--- src/rtl/sp_mac_pkg.sv ---
// Shared widths, operand beat layout, FSM encoding and the mix adder helper
// for the sp_double_mac feeder slice.
package sp_mac_pkg;

    localparam int A_W   = 4;
    localparam int B_W   = 8;
    localparam int MIX_W = 9;
    localparam int ACC_W = 26;

    typedef struct packed {
        logic [A_W-1:0] a1;
        logic [A_W-1:0] a2;
        logic [B_W-1:0] b1;
        logic [B_W-1:0] b2;
    } operand_beat_t;

    typedef enum logic [1:0] {
        ST_RUN   = 2'd0,
        ST_DONE  = 2'd1,
        ST_CLEAR = 2'd2
    } feeder_state_e;

    // Sign-extend both activations by one bit so the sum can never overflow.
    function automatic logic [MIX_W-1:0] mix_sum(input logic [B_W-1:0] b1,
                                                 input logic [B_W-1:0] b2);
        return {b1[B_W-1], b1} + {b2[B_W-1], b2};
    endfunction

endpackage

--- src/rtl/sp_mac_operand_fifo.sv ---
// Synchronous FIFO of operand beats; storage is not reset, the pointers and
// count are, so a reset flushes the contents.
module sp_mac_operand_fifo
    import sp_mac_pkg::*;
#(
    parameter  int DEPTH = 4,
    localparam int PTR_W = $clog2(DEPTH)
) (
    input  logic          clk,
    input  logic          reset,
    input  logic          push,
    input  operand_beat_t wdata,
    input  logic          pop,
    output operand_beat_t rdata,
    output logic          full,
    output logic          empty,
    output logic [PTR_W:0] count
);

    operand_beat_t     mem_q [DEPTH];
    logic [PTR_W-1:0]  wr_ptr_q, wr_ptr_d;
    logic [PTR_W-1:0]  rd_ptr_q, rd_ptr_d;
    logic [PTR_W:0]    count_q, count_d;
    logic              do_push_s, do_pop_s;

    // Qualify requests and compute next pointers and occupancy.
    always_comb begin
        do_push_s = push && !full;
        do_pop_s  = pop && !empty;
        wr_ptr_d  = do_push_s ? wr_ptr_q + PTR_W'(1) : wr_ptr_q;
        rd_ptr_d  = do_pop_s  ? rd_ptr_q + PTR_W'(1) : rd_ptr_q;
        case ({do_push_s, do_pop_s})
            2'b10:   count_d = count_q + (PTR_W+1)'(1);
            2'b01:   count_d = count_q - (PTR_W+1)'(1);
            default: count_d = count_q;
        endcase
    end

    // Pointer and occupancy registers.
    always_ff @(posedge clk) begin
        if (reset) begin
            wr_ptr_q <= '0;
            rd_ptr_q <= '0;
            count_q  <= '0;
        end else begin
            wr_ptr_q <= wr_ptr_d;
            rd_ptr_q <= rd_ptr_d;
            count_q  <= count_d;
        end
    end

    // Beat storage.
    always_ff @(posedge clk) begin
        if (do_push_s) begin
            mem_q[wr_ptr_q] <= wdata;
        end
    end

    assign full  = (count_q == (PTR_W+1)'(DEPTH));
    assign empty = (count_q == '0);
    assign count = count_q;
    assign rdata = mem_q[rd_ptr_q];

endmodule

--- src/rtl/sp_double_mac_feeder.sv ---
// Operand feeder for the sp_double_mac_unit chain: FIFO, issue, mix adder and
// K-beat framing FSM. Optional perf counters are enabled by FEEDER_PERF_EN.
module sp_double_mac_feeder
    import sp_mac_pkg::*;
#(
    parameter int FIFO_DEPTH = 4,
    parameter int K_LEN_W    = 16
) (
    input  logic               clk,
    input  logic               reset,
    input  logic               s_valid,
    output logic               s_ready,
    input  logic [A_W-1:0]     s_a1,
    input  logic [A_W-1:0]     s_a2,
    input  logic [B_W-1:0]     s_b1,
    input  logic [B_W-1:0]     s_b2,
    input  logic [K_LEN_W-1:0] cfg_k_len,
    input  logic               stall,
    output logic               pulse,
    output logic [A_W-1:0]     out_a1,
    output logic [A_W-1:0]     out_a2,
    output logic [B_W-1:0]     out_b1,
    output logic [B_W-1:0]     out_b2,
    output logic [MIX_W-1:0]   out_mix,
    output logic               done,
    output logic               mac_clr
`ifdef FEEDER_PERF_EN
   ,output logic [31:0]        perf_beats,
    output logic [31:0]        perf_starve
`endif
);

    localparam int CNT_W = $clog2(FIFO_DEPTH) + 1;

    operand_beat_t      in_beat_s, head_beat_s;
    logic               fifo_full_s, fifo_empty_s, push_s, issue_s;
    logic [CNT_W-1:0]   fifo_count_s;
    logic [K_LEN_W-1:0] k_cfg_s, k_cur_s;

    feeder_state_e      state_q, state_d;
    logic [K_LEN_W-1:0] beat_cnt_q, beat_cnt_d;
    logic [K_LEN_W-1:0] k_len_q, k_len_d;
    logic               pulse_q, pulse_d;
    operand_beat_t      out_beat_q, out_beat_d;
    logic [MIX_W-1:0]   mix_q, mix_d;
    logic               done_q, done_d;
    logic               mac_clr_q, mac_clr_d;

    assign in_beat_s = '{a1: s_a1, a2: s_a2, b1: s_b1, b2: s_b2};
    assign push_s    = s_valid && !fifo_full_s;

    sp_mac_operand_fifo #(
        .DEPTH (FIFO_DEPTH)
    ) u_fifo (
        .clk   (clk),
        .reset (reset),
        .push  (push_s),
        .wdata (in_beat_s),
        .pop   (issue_s),
        .rdata (head_beat_s),
        .full  (fifo_full_s),
        .empty (fifo_empty_s),
        .count (fifo_count_s)
    );

    // Issue, framing and FSM next-state; k_len is only taken from cfg at beat 0.
    always_comb begin
        state_d    = state_q;
        beat_cnt_d = beat_cnt_q;
        k_len_d    = k_len_q;
        pulse_d    = 1'b0;
        out_beat_d = out_beat_q;
        mix_d      = mix_q;
        done_d     = 1'b0;
        mac_clr_d  = 1'b0;
        issue_s    = 1'b0;
        k_cfg_s    = (cfg_k_len == '0) ? K_LEN_W'(1) : cfg_k_len;
        k_cur_s    = (beat_cnt_q == '0) ? k_cfg_s : k_len_q;
        case (state_q)
            ST_RUN: begin
                if (!fifo_empty_s && !stall) begin
                    issue_s    = 1'b1;
                    pulse_d    = 1'b1;
                    out_beat_d = head_beat_s;
                    mix_d      = mix_sum(head_beat_s.b1, head_beat_s.b2);
                    k_len_d    = k_cur_s;
                    if (beat_cnt_q == k_cur_s - K_LEN_W'(1)) begin
                        beat_cnt_d = '0;
                        state_d    = ST_DONE;
                    end else begin
                        beat_cnt_d = beat_cnt_q + K_LEN_W'(1);
                    end
                end else begin
                    issue_s = 1'b0;
                end
            end
            ST_DONE: begin
                done_d  = 1'b1;
                state_d = ST_CLEAR;
            end
            ST_CLEAR: begin
                mac_clr_d = 1'b1;
                state_d   = ST_RUN;
            end
            default: begin
                state_d = ST_RUN;
            end
        endcase
    end

    // Datapath, strobe and FSM registers.
    always_ff @(posedge clk) begin
        if (reset) begin
            state_q    <= ST_RUN;
            beat_cnt_q <= '0;
            k_len_q    <= '0;
            pulse_q    <= 1'b0;
            out_beat_q <= '0;
            mix_q      <= '0;
            done_q     <= 1'b0;
            mac_clr_q  <= 1'b0;
        end else begin
            state_q    <= state_d;
            beat_cnt_q <= beat_cnt_d;
            k_len_q    <= k_len_d;
            pulse_q    <= pulse_d;
            out_beat_q <= out_beat_d;
            mix_q      <= mix_d;
            done_q     <= done_d;
            mac_clr_q  <= mac_clr_d;
        end
    end

    assign s_ready = (fifo_count_s != CNT_W'(FIFO_DEPTH));
    assign pulse   = pulse_q;
    assign out_a1  = out_beat_q.a1;
    assign out_a2  = out_beat_q.a2;
    assign out_b1  = out_beat_q.b1;
    assign out_b2  = out_beat_q.b2;
    assign out_mix = mix_q;
    assign done    = done_q;
    assign mac_clr = mac_clr_q;

`ifdef FEEDER_PERF_EN
    logic [31:0] perf_beats_q, perf_beats_d;
    logic [31:0] perf_starve_q, perf_starve_d;

    // Saturating event counters.
    always_comb begin
        perf_beats_d  = perf_beats_q;
        perf_starve_d = perf_starve_q;
        if (issue_s && (perf_beats_q != 32'hFFFF_FFFF)) begin
            perf_beats_d = perf_beats_q + 32'd1;
        end else begin
            perf_beats_d = perf_beats_q;
        end
        if ((state_q == ST_RUN) && fifo_empty_s && !stall &&
            (perf_starve_q != 32'hFFFF_FFFF)) begin
            perf_starve_d = perf_starve_q + 32'd1;
        end else begin
            perf_starve_d = perf_starve_q;
        end
    end

    // Counter registers.
    always_ff @(posedge clk) begin
        if (reset) begin
            perf_beats_q  <= 32'd0;
            perf_starve_q <= 32'd0;
        end else begin
            perf_beats_q  <= perf_beats_d;
            perf_starve_q <= perf_starve_d;
        end
    end

    assign perf_beats  = perf_beats_q;
    assign perf_starve = perf_starve_q;
`endif

endmodule

--- config.mk ---
export PLATFORM = sky130hd
export DESIGN_NAME = sp_double_mac_feeder
export DESIGN_NICKNAME = d
export VERILOG_FILES = /design/src/rtl/sp_mac_pkg.sv /design/src/rtl/sp_mac_operand_fifo.sv /design/src/rtl/sp_double_mac_feeder.sv
export SDC_FILE = /design/constraint.sdc
export NUM_CORES = 1
export LEC_CHECK = 0
export BUFFER_PORTS_ARGS = -buffer_cell sky130_fd_sc_hd__buf_2
export CAP_MARGIN = 15
export CORE_MARGIN = 2
export CORE_UTILIZATION = 30
export DETAILED_ROUTE_END_ITERATION = 10
export PLACE_DENSITY = 0.51
export RECOVER_POWER = 25
export SKIP_LAST_GASP = 1
export SYNTH_ARGS = -nofsm -noshare
export SYNTH_HDL_FRONTEND = slang
export SYNTH_SLANG_ARGS = --single-unit
--- constraint.sdc ---
create_clock -name clk -period 6.4 [get_ports clk]
set_input_delay 0.64 -clock clk [delete_from_list [all_inputs] [get_ports clk]]
set_output_delay 0.64 -clock clk [all_outputs]
set_load 0.05 [all_outputs]
Word-level counts from Yosys, hierarchy flattened. Memory sizes are Yosys's and may differ from the RTL's. A register that Yosys moved wholly into a read port is not among the register bits. Cells that the tools add are included.

Flip-flop bits (word level): 77. Memories kept: 1. Logic and storage cells: 60. RAM bits: 96.

Multiplexer cells: 15. Reductions and logical operators: 14. Equality and inequality tests: 9. $add $sub $neg: 7.

Memories: u_fifo.mem_q (words 4, width 24, rd ports 1, clocked after memory_dff 1, wr ports 1, line sp_mac_operand_fifo.sv:20) `operand_beat_t mem_q [DEPTH];`.

Operator list (number): two-way mux 16 bit (3); logical NOT 16 bit (2); adder 16 x 1 -> 16 bit (second input constant) (1); equality test 16 bit (1); subtractor 16 x 1 -> 16 bit (second input constant) (1); adder 8 x 8 -> 9 bit (1); two-way mux 2 bit (4); two-way mux 1 bit (6); one-hot mux 3 bit (2 select lines) (1); adder 2 x 1 -> 2 bit (second input constant) (2); equality test 2 x 1 -> 1 bit (second input constant) (2); equality test 2 bit (second input constant) (2); logical AND 1 bit (4); inequality test 2 bit (second input constant) (2); one-hot mux 2 bit (2 select lines) (1); AND reduction 2 bit (2); adder 3 x 1 -> 3 bit (second input constant) (1); equality test 3 bit (second input constant) (1); logical NOT 1 bit (3); logical NOT 3 bit (1); inequality test 3 bit (second input constant) (1); subtractor 3 x 1 -> 3 bit (second input constant) (1); logical NOT 2 bit (1); nonzero test 2 bit (1).

Longest topological paths before layout. Gate-level depths: netlist of run 1.

Depth after elaboration: 8. Depth in mapped cells: 17. Mapped depth without buffers: 15.

Cells and area by module. A second synthesis of run 1 with hierarchy kept.

Cell total of the unflattened synthesis: 708. Area, all modules: 8125.3 um2.

Modules (own cells, without submodules): sp_double_mac_feeder (area an instance 4146.5 um2, cells an instance 528, instances 1); sp_mac_operand_fifo (area an instance 3978.8 um2, cells an instance 180, instances 1).

Worst setup path after synthesis of run 1. OpenSTA, ideal clock, no wires.

Kind: register to register. Start point: reg beat_cnt_q[0]. End point: reg state_q[0]. Setup slack: 2.435 ns. Cell stages (with the launch flop): 17. Buffers on the path: 2. Arrival time: 3.891 ns. Path through: dfxtp_1 > inv_1 > ha_1 > nor4b_4 > and4_1 > buf_4 > buf_2 > mux2i_1 > ha_1 > nor3b_1 > nand4b_1 > mux2i_1 > o211ai_1 > o21a_1 > or3b_2 > or4_1 > nor3_2.

Word-level cells in the longest chain between the ends: 6.

Ends and longest elaborated chain: from (decl) (line sp_double_mac_feeder.sv:41) `logic [K_LEN_W-1:0] beat_cnt_q, beat_cnt_d;`; from (signal assigned) (line sp_double_mac_feeder.sv:124) `beat_cnt_q <= beat_cnt_d;`; logical NOT 16 bit (line sp_double_mac_feeder.sv:78) `k_cur_s = (beat_cnt_q == '0) ? k_cfg_s : k_len_q;`; two-way mux 16 bit (line sp_double_mac_feeder.sv:78); subtractor 16 x 1 -> 16 bit (line sp_double_mac_feeder.sv:87) `if (beat_cnt_q == k_cur_s - K_LEN_W'(1)) begin`; equality test 16 bit * (line sp_double_mac_feeder.sv:87); inequality test 2 bit (no source line) *; AND reduction 2 bit (no source line) *; to (signal assigned) (line sp_double_mac_feeder.sv:123) `state_q <= state_d;`; to (decl) (line sp_double_mac_feeder.sv:40) `feeder_state_e state_q, state_d;`.

Every way passes the cells marked *; elsewhere a longest branch is shown, timed or not. A chain may end at the register's enable or synchronous reset.

Worst setup path in the final report of run 1.
Start point: reg beat_cnt_q[0]. End point: reg beat_cnt_q[13].

Word-level cells in the longest chain between the ends: 5. Elaborated cells between the ends (all ways): 6. Those cells by class: add/sub (2); eq/ne (1); mux (2); reduce/logical (1).

Ends and longest elaborated chain (line): logical NOT 16 bit (sp_double_mac_feeder.sv:78); two-way mux 16 bit (sp_double_mac_feeder.sv:78); subtractor 16 x 1 -> 16 bit (sp_double_mac_feeder.sv:87); equality test 16 bit (sp_double_mac_feeder.sv:87); two-way mux 16 bit * (sp_double_mac_feeder.sv:87).

Marked as above.

==> results of run 1 <==
-- how the worst max path moves through the flow --
stage	depth (start not counted)	endpoint	slack [ns]
finish	15	beat_cnt_q[13]$_SDFFE_PP0P_	1.90
global placement	13	beat_cnt_q[2]$_SDFFE_PP0P_	1.75
CTS	15	beat_cnt_q[11]$_SDFFE_PP0P_	1.90
global route	15	beat_cnt_q[14]$_SDFFE_PP0P_	1.46
floorplan	16	state_q[0]$_SDFFE_PP0P_	2.44
detailed placement	13	beat_cnt_q[2]$_SDFFE_PP0P_	1.67
-- registers in the layout, indices dropped and copies added (netlist names), named ones only --
signal and flops:
mac_clr 1, u_fifo.rd_ptr_q 2, out_a2 4, u_fifo.mem_q 96, out_a1 4, out_b1 8, u_fifo.wr_ptr_q 2, beat_cnt_q 16
out_b2 8, done 1, pulse 1, u_fifo.count 3, k_len_q 16, out_mix 9, state_q 2
-- power by group through the flow --
stage / clock, uW / sequential, uW / combinational (uW)
final: 1050 / 1470 / 1680
after detailed placement: 0 / 1500 / 1690
after floorplan: 0 / 1700 / 1070
after CTS: 1080 / 1480 / 1700
after global placement: 0 / 1500 / 1690
after global routing: 1130 / 1490 / 1860
-- cell usage in the layout (no fill, tap or decap), types with 4 or more instances in the layout --
| cell type | synthesis | routed |
|---|---|---|
| nand2_1 | 107 | 107 |
| edfxtp_1 | 96 | 96 |
| dfxtp_1 | 79 | 78 |
| a21oi_1 | 59 | 59 |
| buf_2 | 6 | 59 |
| nor2_1 | 45 | 45 |
| nor3_1 | 25 | 25 |
| mux4_2 | 24 | 24 |
| inv_1 | 23 | 23 |
| xnor2_1 | 22 | 22 |
| clkbuf_1 | 30 | 21 |
| xor2_1 | 17 | 17 |
| clkbuf_16 | 0 | 17 |
| ha_1 | 16 | 16 |
| mux2i_1 | 13 | 13 |
| nor4_1 | 13 | 13 |
| o21ai_0 | 12 | 12 |
| buf_4 | 2 | 11 |
| and3_1 | 10 | 10 |
| nand3_1 | 8 | 8 |
| nor2b_1 | 8 | 8 |
| a211oi_1 | 7 | 7 |
| nand4_1 | 6 | 6 |
| nor3b_1 | 6 | 6 |
| a41oi_1 | 6 | 6 |
| o21bai_1 | 5 | 5 |
| mux2_2 | 5 | 5 |
| nand2b_1 | 5 | 5 |
| or3_1 | 5 | 5 |
| and2_1 | 4 | 4 |
| nand3b_1 | 4 | 4 |
| inv_8 | 0 | 4 |
| clkinv_8 | 0 | 4 |
-- critical path: cells and delay by family, from the launching register on --
family | cells | cell delay [ns]
DFF | 1 | 0.34
muxes | 1 | 0.34
buffers and inverters | 1 | 0.12
adders and majority gates | 2 | 0.56
and+or+nand+nor | 8 | 2.52
AOI/OAI and AO/OA | 3 | 0.47
-- through the flow --
stage                     total power (uW)  std cells  hold WS, ns
after floorplan                       2780        736        0.419
after global routing                  4480       1153        0.428
after detailed placement              3190       1121        0.444
after global placement                3190       1121        0.441
after CTS                             4260       1153        0.393
final                                 4200       1154        0.428
-- kinds of logic (layout without fill, tap and decap cells) --
| kind of cell | count (synthesis) | after routing | synth area share (%) |
|---|---|---|---|
| muxes | 42 | 42 | 8.83 |
| other | 0 | 1 | 0 |
| and+or+nand+nor | 270 | 270 | 17.0 |
| xor gates and xnor gates | 39 | 39 | 4.15 |
| buffers and inverters | 71 | 147 | 3.60 |
| adders and majority gates | 18 | 18 | 2.92 |
| AOI/OAI and AO/OA | 121 | 121 | 9.23 |
| DFF | 175 | 175 | 54.2 |
-- area by class of cell --
type                    instances  area [um2]
clock buffers                  18         439
flip-flops and latches        175        4470
well taps                     341         427
inverters                      24        90.1
fillers                      2692       17400
multi-input cells             490        3470
repair buffers                 91         457
clock inverters                14         166
diodes                          1        2.50
-- per-layer routing --
layer  vias to the layer above  GRT usage [%]  wire [um]
met1                      2845           18.4       9120
met2                       122           24.1       9540
li1                       2822              -          -
met4                         2           4.38        311
met5                         -              0         11
met3                        20           3.68       1010
==> summary.txt, run 1 <==
Critical path
  • Critical Path RT: 6.69 ns
  • Max Fanout on Critical Path: 14
  • Arrival time at the worst endpoint: 4.78 ns
  • Crit. End Element: flop
  • Reg2reg path depth: 15
  • CP Cell Sequence: inv_1 > ha_1 > nor4b_4 > and4_1 > o311ai_1 > o21ai_0 > ha_1 > nor3b_1 > nand4_1 > mux2_2 > o41a_1 > nor3_2 > nand3_1 > nor4_4 > nor3_1
  • Slowest CP cell: nor4_4
  • R2R Setup Slk: 1.90 ns
  • WS Path Type: reg -> reg
  • Reg-to-Reg Start: beat_cnt_q[0]$_SDFFE_PP0P_
  • Critical Path Most Common Cell: ha_1
  • Worst Setup SP: beat_cnt_q[0]$_SDFFE_PP0P_
  • CP max stage delay: roughly 0.72 ns
  • Worst r2r dst: beat_cnt_q[13]$_SDFFE_PP0P_
  • Element type at the critical path start: flop

Drt
  • DRT iter0 DRCs: approximately 390
  • DR vias: around 5800
  • Wire per inst: ~17 um
  • Post-route ant nets: 0
  • Pre-antenna DRT Iters: 5
  • Vias per Instance: roughly 5
  • Detailed Route WL: approximately 20 mm
  • DR DRC count: 0

Timing
  • Post-route minimum period: roughly 4.5 ns
  • Relative slew slack: between 40% and 50%
  • Final WS setup: roughly 1.9 ns
  • RSZ-0062 raised after global routing: false
  • Final Max Slew Viols: 0
  • Setup violations, final: 0
  • Clock Skews: 0.0139 ns
  • Final Hold Viols: 0
  • Slew @ Worst Pin: ~0.85 ns
  • Period Utilization, post-route: 70.3%
  • Setup TNS: 0 ns
  • Max Freq: approximately 220 MHz

Global routing
  • Vias in the first global route: between 5000 and 6000
  • Total GRT Usage: between 10% and 20%
  • Remaining Overflow, GRT: 0
  • First-pass GRT wire length: around 32 mm
  • Largest net degree at the start of global routing: 49
  • Initial antenna violation count: 2

Die
  • Initial Utilization: between 30% and 40%
  • Die Area: 0.0288 mm2
  • I/O pins: between 80 and 90
  • Die span in y: approximately 170 um
  • Die Wd: around 170 um
  • Rows: 60
  • Core area: 0.0270 mm2

Status
  • Status: finished, final reports clean

Power and ir drop
  • Leakage: about 0.0034 uW
  • NetSw: ~1700 uW
  • Sequential Power Share: a little over a third
  • PD cells: approximately 440 mW/mm2
  • Int Pwr: about 2500 uW
  • Combinational fraction of design power: around two fifths
  • Net Sw Frac: 40.1%
  • Clk network pwr share: roughly 25%
  • Maximum VDD drop: around 0.17 mV

Clocking
  • Sink Count: around 180
  • Clock transition at path regs: 0.07 ns
  • CTS max path bufs: 2
  • CTS Hold Bufs: 0
  • Setup bufs post-CTS: 0
  • Inserted Clock Buffers: 17
  • Post-CTS Resized: 0
  • H-tree depth: 4
  • TritonCTS clock tree: done
  • Clk Latency, worst-skew pair: approximately 0.44 ns
  • Root Buffer: clkbuf_16

Min path
  • HP Start: s_a1[2]
  • Min-Delay Endpoint: u_fifo.mem_q[0][22]$_DFFE_PP_
  • Hold crit path type: in -> reg
  • Worst Hold Depth: 1

Final layout
  • Layout cells sized above 1: 17.7%
  • Fin util: 35.3%
  • Final nets: around 860
  • Layout area overhead: 15.6%
  • Final instance area: approximately 0.0095 mm2

Job
  • Max Cap Viol: 0

Synthesis
  • Commonest register cell after synthesis: edfxtp_1
  • Commonest cells in the netlist: 107 x nand2_1, 96 x edfxtp_1, 79 x dfxtp_1
  • Synth Instances: approximately 740
  • Count of different cell masters after synthesis: 65
  • Register area share after synthesis: roughly 54%
  • Cell accounting for the most synthesized area: edfxtp_1
  • Top-count cell post-synth: nand2_1
  • Top cells by area, synth: edfxtp_1 35%, dfxtp_1 19%, mux4_2 6.6%, nand2_1 4.9%, a21oi_1 3.6%
  • Synthesized flop and latch total: roughly 180
  • Mapped Area: 0.00823 mm2
  • Yosys Warn Count: 0
  • Synthesized area per cell: 11.2 um2
  • Post-synth ARST share: 0%
  • Share of the synthesized area in the top cell type: a little over a third
  • EDFF count, synth: 96
  • Syn nets: between 700 and 800

Placed design
  • I/O Buffers: 80
  • Placed cell area: a little under 0.009 mm2
  • Place WS: 1.67 ns
  • Routability congestion estimate: roughly 0.81
  • Hpwl dp: ~13 mm
Note: power is estimated with default switching activity, not from simulation.
==> run 2, diff against run 1 <==
--- a/config.mk
+++ b/config.mk
@@ -10,7 +10,7 @@
 export CORE_MARGIN = 2
 export CORE_UTILIZATION = 30
 export DETAILED_ROUTE_END_ITERATION = 10
-export PLACE_DENSITY = 0.51
+export PLACE_DENSITY = 0.53
 export RECOVER_POWER = 25
 export SKIP_LAST_GASP = 1
 export SYNTH_ARGS = -nofsm -noshare
==> constraint.sdc (replaced) <==
create_clock -name clk -period 4.1 [get_ports clk]
set_input_delay 0.41 -clock clk [delete_from_list [all_inputs] [get_ports clk]]
set_output_delay 0.41 -clock clk [all_outputs]
set_load 0.05 [all_outputs]
==> run 2 against run 1 <==
Worst hold slack worse by 0.21 ns. Count of clock-buffer cells in the layout is 1 lower. Clock power is 58% higher. Combinational power is 55% higher. Cell count is 1.7% higher. Maximum frequency is 20% higher. Critical path type unchanged.
==> summary.txt, run 2 (synthesis results as in run 1) <==
Timing
  • Max Freq: 267 MHz
  • Setup TNS: 0 ns
  • Slew @ Worst Pin: approximately 0.94 ns
  • Setup violations, final: 0
  • RSZ-0062 raised after global routing: false
  • Relative slew slack: 37.2%
  • Final Hold Viols: 0
  • Final Max Slew Viols: 0
  • Post-route minimum period: between 3 and 4 ns
  • Period Utilization, post-route: 91.2%
  • Clock Skews: 0.0203 ns

Critical path
  • CP Cell Sequence: inv_1 > ha_1 > nor4b_4 > and4_1 > o311ai_1 > o21ai_0 > ha_2 > nor3b_2 > nand4b_1 > mux2i_1 > o211ai_1 > o21a_1 > or3b_2 > or4_1 > nor3_2
  • WS Path Type: reg -> reg
  • Critical Path RT: 4.47 ns
  • Critical path buffers and inverters: 1
  • Element type at the critical path start: flop
  • Arrival time at the worst endpoint: a little over 4 ns
  • Max Fanout on Critical Path: 8
  • Crit. End Element: flop
  • CP delay by family, top: simple AND/OR/NAND/NOR gates
  • CP max stage delay: about 0.46 ns
  • Slowest CP cell: or3b_2

Drt
  • DRT iter0 DRCs: roughly 380
  • DR DRC count: 0
  • Post-route ant nets: 0
  • DR vias: about 5900
  • Pre-antenna DRT Iters: 5
  • Detailed Route WL: ~20 mm
  • Wire per inst: between 15 and 20 um
  • Vias per Instance: between 5 and 6

Status
  • Status: finished, final reports clean

Final layout
  • Commonest non-fill, non-tap cell in the layout: nand2_1
  • Sequential cell area: around 0.0045 mm2
  • Most frequent cells in the layout: 107 x nand2_1, 96 x edfxtp_1, 78 x dfxtp_1, 59 x a21oi_1, 58 x buf_2
  • Largest registers: u_fifo.mem_q x96, beat_cnt_q x16, k_len_q x16
  • Layout area overhead: 17.5%
  • Layout cells sized above 1: 20.0%
  • Final nets: ~880
  • Top reg by flops: u_fifo.mem_q
  • Max FFs per register: between 90 and 100
  • Multi-input logic area: roughly 0.0035 mm2
  • FILL cells: 2683

Die
  • Die Area: approximately 0.029 mm2
  • Die span in y: 170 um
  • Rows: 60
  • Die Wd: roughly 170 um
  • Initial Utilization: 30.5%
  • I/O pins: 81
  • Core area: approximately 0.027 mm2

Clocking
  • Inserted Clock Buffers: 17
  • Clk Latency, worst-skew pair: ~0.44 ns
  • Root Buffer: clkbuf_16
  • CTS Hold Bufs: 0
  • H-tree depth: 4
  • Sink Count: 175
  • TritonCTS clock tree: done
  • Clock transition at path regs: ~0.080 ns
  • CTS max path bufs: 2

Power and ir drop
  • PD cells: roughly 680 mW/mm2
  • Tot Pwr: 6620 uW
  • Leakage: 0.00348 uW
  • Maximum VDD drop: approximately 0.35 mV

Placed design
  • Routability congestion estimate: between 0.8 and 0.9
  • Hpwl dp: roughly 14 mm
  • I/O Buffers: 80

Global routing
  • First-pass GRT wire length: 32.2 mm
  • Largest net degree at the start of global routing: 43
  • Vias in the first global route: a little under 6000
  • Remaining Overflow, GRT: 0
  • Initial antenna violation count: 2
  • Total GRT Usage: ~14%

Min path
  • Hold crit path type: in -> reg

Job
  • Max Cap Viol: 0
-- run 2: cell types whose count changed in the layout (fill, tap and decap cells not counted), moves of 2 or more --
| cell | before | now |
|---|---|---|
| clkinv_8 | 4 | 1 |
| inv_8 | 4 | 8 |
| buf_4 | 11 | 31 |
| nor3b_2 | 0 | 2 |
| nor3b_1 | 6 | 4 |
-- run 2: repair_timing --
action | 4_1_cts | 5_1_grt
gates resized for setup | 0 | 3
setup buffers | 0 | 0
endpoints found under the setup margin | 0 | 16
-- run 2: worst paths after layout --
path                                                      end  slack (ns)  cells after the start                        from
worst max-delay path                  state_q[0]$_SDFFE_PP0P_        0.36                     15  beat_cnt_q[0]$_SDFFE_PP0P_
worst min-delay path            u_fifo.mem_q[2][13]$_DFFE_PP_        0.22                      1                     s_b1[5]
worst max register to register        state_q[0]$_SDFFE_PP0P_        0.36                     15  beat_cnt_q[0]$_SDFFE_PP0P_
worst min register to register        out_mix[2]$_SDFFE_PP0P_        0.45                      2     out_mix[2]$_SDFFE_PP0P_
-- run 2: worst register-to-register path, cell delays in order, from the launching register on --
cell      delay [ns]
dfxtp_1         0.35
inv_1           0.12
ha_1            0.16
nor4b_4         0.20
and4_1          0.35
o311ai_1        0.13
o21ai_0         0.13
ha_2            0.32
nor3b_2         0.27
nand4b_1        0.12
mux2i_1         0.15
o211ai_1        0.16
o21a_1          0.21
or3b_2          0.46
or4_1           0.43
nor3_2          0.11
-- run 2: layout make-up --
class	count	share of cell area (%)
tap	341	4.41
antenna	1	0.0259
sequential	175	46.2
inverter	24	0.931
clock inverter	15	1.79
multi-input combinational	490	36.0
timing repair buffer	111	6.26
clock buffer	17	4.40
-- run 2: per-layer routing --
metal	GRT usage (%)	up-vias	share of wire, %
met1	19.3	2875	47
met3	3.78	21	5.8
met2	23.5	157	47
li1	-	2869	-
met4	3.64	2	0.94
met5	0	-	0.064
-- run 2: power by group --
part	internal, uW	switching [uW]
logic	988	1630
clock network	835	822
registers	2130	214
-- run 2: metrics by stage --
| stage | utilization (%) | instances | setup WS [ns] | hold WS (ns) | instance area (um2) |
|---|---|---|---|---|---|
| 6_report | 35.9 | 1174 | 0.359 | 0.222 | 9670 |
| 3_5_place_dp | 33.7 | 1141 | 0.134 | 0.445 | 9090 |
| 5_1_grt | 35.9 | 1173 | 0.0479 | 0.209 | 9670 |
| 4_1_cts | 35.9 | 1173 | 0.193 | 0.165 | 9690 |
| 2_1_floorplan | - | 736 | 0.135 | 0.419 | 8230 |
| 3_3_place_gp | 33.7 | 1141 | 0.196 | 0.440 | 9090 |
==> run 3, diff against run 2 <==
--- a/config.mk
+++ b/config.mk
@@ -10,7 +10,7 @@
 export CORE_MARGIN = 2
 export CORE_UTILIZATION = 30
 export DETAILED_ROUTE_END_ITERATION = 10
-export PLACE_DENSITY = 0.53
+export PLACE_DENSITY = 0.51
 export RECOVER_POWER = 25
 export SKIP_LAST_GASP = 1
 export SYNTH_ARGS = -nofsm -noshare
==> constraint.sdc (replaced) <==
create_clock -name clk -period 4.07 [get_ports clk]
set_input_delay 0.407 -clock clk [delete_from_list [all_inputs] [get_ports clk]]
set_output_delay 0.407 -clock clk [all_outputs]
set_load 0.05 [all_outputs]
==> run 3 against run 2 <==
Flip-flop and latch count unchanged. Clock power increased by 6%. Worst hold slack worse by 0.0014 ns. Critical path depth unchanged. Critical endpoint unchanged.
==> summary.txt, run 3 (synthesis results as in run 1) <==
Power and ir drop
  • Clk network pwr share: between 20% and 30%
  • Int Pwr: approximately 4000 uW
  • PD cells: ~700 mW/mm2
  • Combinational fraction of design power: between 30 and 40%
  • NetSw: around 2700 uW
  • Leakage: ~0.0035 uW
  • Tot Pwr: 6770 uW
  • Maximum VDD drop: around 0.33 mV
  • Sequential Power Share: between 30% and 40%
  • Net Sw Frac: 40.0%

Placed design
  • I/O Buffers: 80
  • Routability congestion estimate: ~0.84
  • Hpwl dp: between 10 and 15 mm
  • DP Cell Count: 1138

Die
  • Die span in y: between 150 and 200 um
  • Die Area: roughly 0.029 mm2
  • Core area: 0.0270 mm2
  • Rows: 60
  • I/O pins: 81
  • Initial Utilization: 30.5%
  • Die Wd: about 170 um

Global routing
  • Global routing usage on met2: between 20% and 30%
  • Largest net degree at the start of global routing: between 40 and 50
  • Total GRT Usage: ~15%
  • Remaining Overflow, GRT: 0
  • Grt peak-use layer: met2
  • Vias in the first global route: roughly 6000
  • Met3 Resource Use GR: under 10%
  • Met1 usage: between 10% and 20%
  • First-pass GRT wire length: 32.7 mm
  • Initial antenna violation count: 1

Timing
  • RSZ-0062 raised after global routing: false
  • Relative slew slack: 52.6%
  • Setup violations, final: 0
  • Max Freq: about 270 MHz
  • Period Utilization, post-route: between 90% and 100%
  • Slew @ Worst Pin: a little over 0.7 ns
  • Post-route minimum period: roughly 3.7 ns
  • Worst hold margin: roughly 0.22 ns
  • Final Hold Viols: 0
  • Clock Skews: between 0.02 and 0.03 ns
  • Final Max Slew Viols: 0
  • Setup TNS: 0 ns

Critical path
  • Max Fanout on Critical Path: 6
  • Slowest CP cell: or3b_2
  • Arrival time at the worst endpoint: roughly 4.1 ns
  • Worst r2r dst: state_q[0]$_SDFFE_PP0P_
  • Reg-to-Reg Start: beat_cnt_q[0]$_SDFFE_PP0P_
  • Critical path buffers and inverters: 2
  • CP max stage delay: approximately 0.45 ns
  • WS Path Type: reg -> reg
  • Reg2reg path depth: 15
  • R2R Setup Slk: ~0.33 ns
  • CP delay by family, top: simple AND/OR/NAND/NOR gates
  • CP Cell Sequence: inv_1 > ha_1 > nor4b_4 > and4_1 > buf_4 > o21ai_0 > ha_1 > nor3b_2 > nand4b_1 > mux2i_1 > o211ai_1 > o21a_1 > or3b_2 > or4_1 > nor3_2
  • Element type at the critical path start: flop
  • Critical Path RT: 4.42 ns
  • Crit. End Element: flop
  • Critical Path Most Common Cell: ha_1

Clocking
  • CTS max path bufs: 2
  • Post-CTS Resized: 0
  • Setup bufs post-CTS: 0
  • Inserted Clock Buffers: 17
  • CTS Hold Bufs: 0
  • Sink Count: around 180
  • TritonCTS clock tree: done
  • H-tree depth: 4
  • Root Buffer: clkbuf_16
  • Clock transition at path regs: ~0.080 ns
  • Clk Latency, worst-skew pair: 0.44 ns

Drt
  • DR vias: 5850
  • DR DRC count: 0
  • Post-route ant nets: 0
  • DRT iter0 DRCs: 383
  • Vias per Instance: approximately 5.0
  • Wire per inst: between 15 and 20 um
  • Pre-antenna DRT Iters: 5
  • Detailed Route WL: about 20 mm

Min path
  • HP Start: s_b2[3]
  • Min-Delay Endpoint: u_fifo.mem_q[1][3]$_DFFE_PP_
  • Worst Hold Depth: 1
  • Hold crit path type: in -> reg

Final layout
  • Non-Filler Instances: around 1200
  • Max FFs per register: 96
  • Layout area overhead: 17.7%
  • Most frequent cells in the layout: 107 x nand2_1, 96 x edfxtp_1, 78 x dfxtp_1, 59 x a21oi_1, 57 x buf_2
  • Final nets: around 900
  • Layout cells sized above 1: about a fifth
  • Commonest non-fill, non-tap cell in the layout: nand2_1
  • Largest registers: u_fifo.mem_q x96, beat_cnt_q x16, k_len_q x16
  • Top reg by flops: u_fifo.mem_q
  • N_diodes: 0

Job
  • Max Cap Viol: 0

Status
  • Status: finished, final reports clean
==> run 3: cell types whose count changed in the layout (fill, tap and decap cells not counted), sizes merged <==
| cell | before | now |
|---|---|---|
| clkbuf | 39 | 40 |
| clkinvlp | 1 | 0 |
| bufinv | 0 | 1 |
| buf | 89 | 85 |
| inv | 34 | 33 |
| clkinv | 4 | 5 |
| diode | 1 | 0 |
==> run 3: stage by stage <==
| step | instance area [um2] | util [%] | setup WS (ns) |
|---|---|---|---|
| floorplan | 8230 | - | 0.105 |
| global placement | 9070 | 33.6 | 0.280 |
| detailed placement | 9070 | 33.6 | 0.245 |
| CTS | 9700 | 36.0 | 0.305 |
| global route | 9690 | 35.9 | 0.0502 |
| finish | 9690 | 35.9 | 0.328 |
==> run 3: routing by layer <==
layer,share of wire [%],vias up
met3,3.4,18
li1,-,2857
met5,0.064,-
met1,48,2876
met2,47,97
met4,1.4,2
==> run 3: area by class of cell <==
| cell class | instances | area, um2 |
|---|---|---|
| Clock buffer | 17 | 425 |
| Clock inverter | 15 | 213 |
| Fill cell | 2675 | 17300 |
| Inverter | 24 | 90.1 |
| Multi-Input combinational cell | 490 | 3480 |
| Sequential cell | 175 | 4470 |
| Tap cell | 341 | 427 |
| Timing Repair Buffer | 108 | 582 |
==> run 3: worst register-to-register path, cell delays in order, from the launching register on <==
cell      delay (ns)
dfxtp_1         0.37
inv_1           0.10
ha_1            0.21
nor4b_4         0.13
and4_1          0.24
buf_4           0.18
o21ai_0         0.22
ha_1            0.26
nor3b_2         0.29
nand4b_1        0.14
mux2i_1         0.17
o211ai_1        0.16
o21a_1          0.21
or3b_2          0.45
or4_1           0.44
nor3_2          0.12
==> run 3: worst max path at each step <==
stage,from,to,slack [ns],cells after the start
global placement,cfg_k_len[5],state_q[0]$_SDFFE_PP0P_,0.28,13
finish,beat_cnt_q[0]$_SDFFE_PP0P_,state_q[0]$_SDFFE_PP0P_,0.33,15
floorplan,beat_cnt_q[0]$_SDFFE_PP0P_,state_q[0]$_SDFFE_PP0P_,0.11,16
global route,beat_cnt_q[0]$_SDFFE_PP0P_,state_q[0]$_SDFFE_PP0P_,0.05,15
detailed placement,cfg_k_len[5],state_q[0]$_SDFFE_PP0P_,0.25,15
CTS,beat_cnt_q[0]$_SDFFE_PP0P_,state_q[0]$_SDFFE_PP0P_,0.30,15
==> run 3: power by group through the flow <==
stage	combinational, uW	sequential, uW	clock, uW
after floorplan	1690	2670	0
after global placement	2660	2410	0
after detailed placement	2650	2410	0
after CTS	2660	2370	1810
after global routing	2910	2410	1880
final	2640	2370	1760
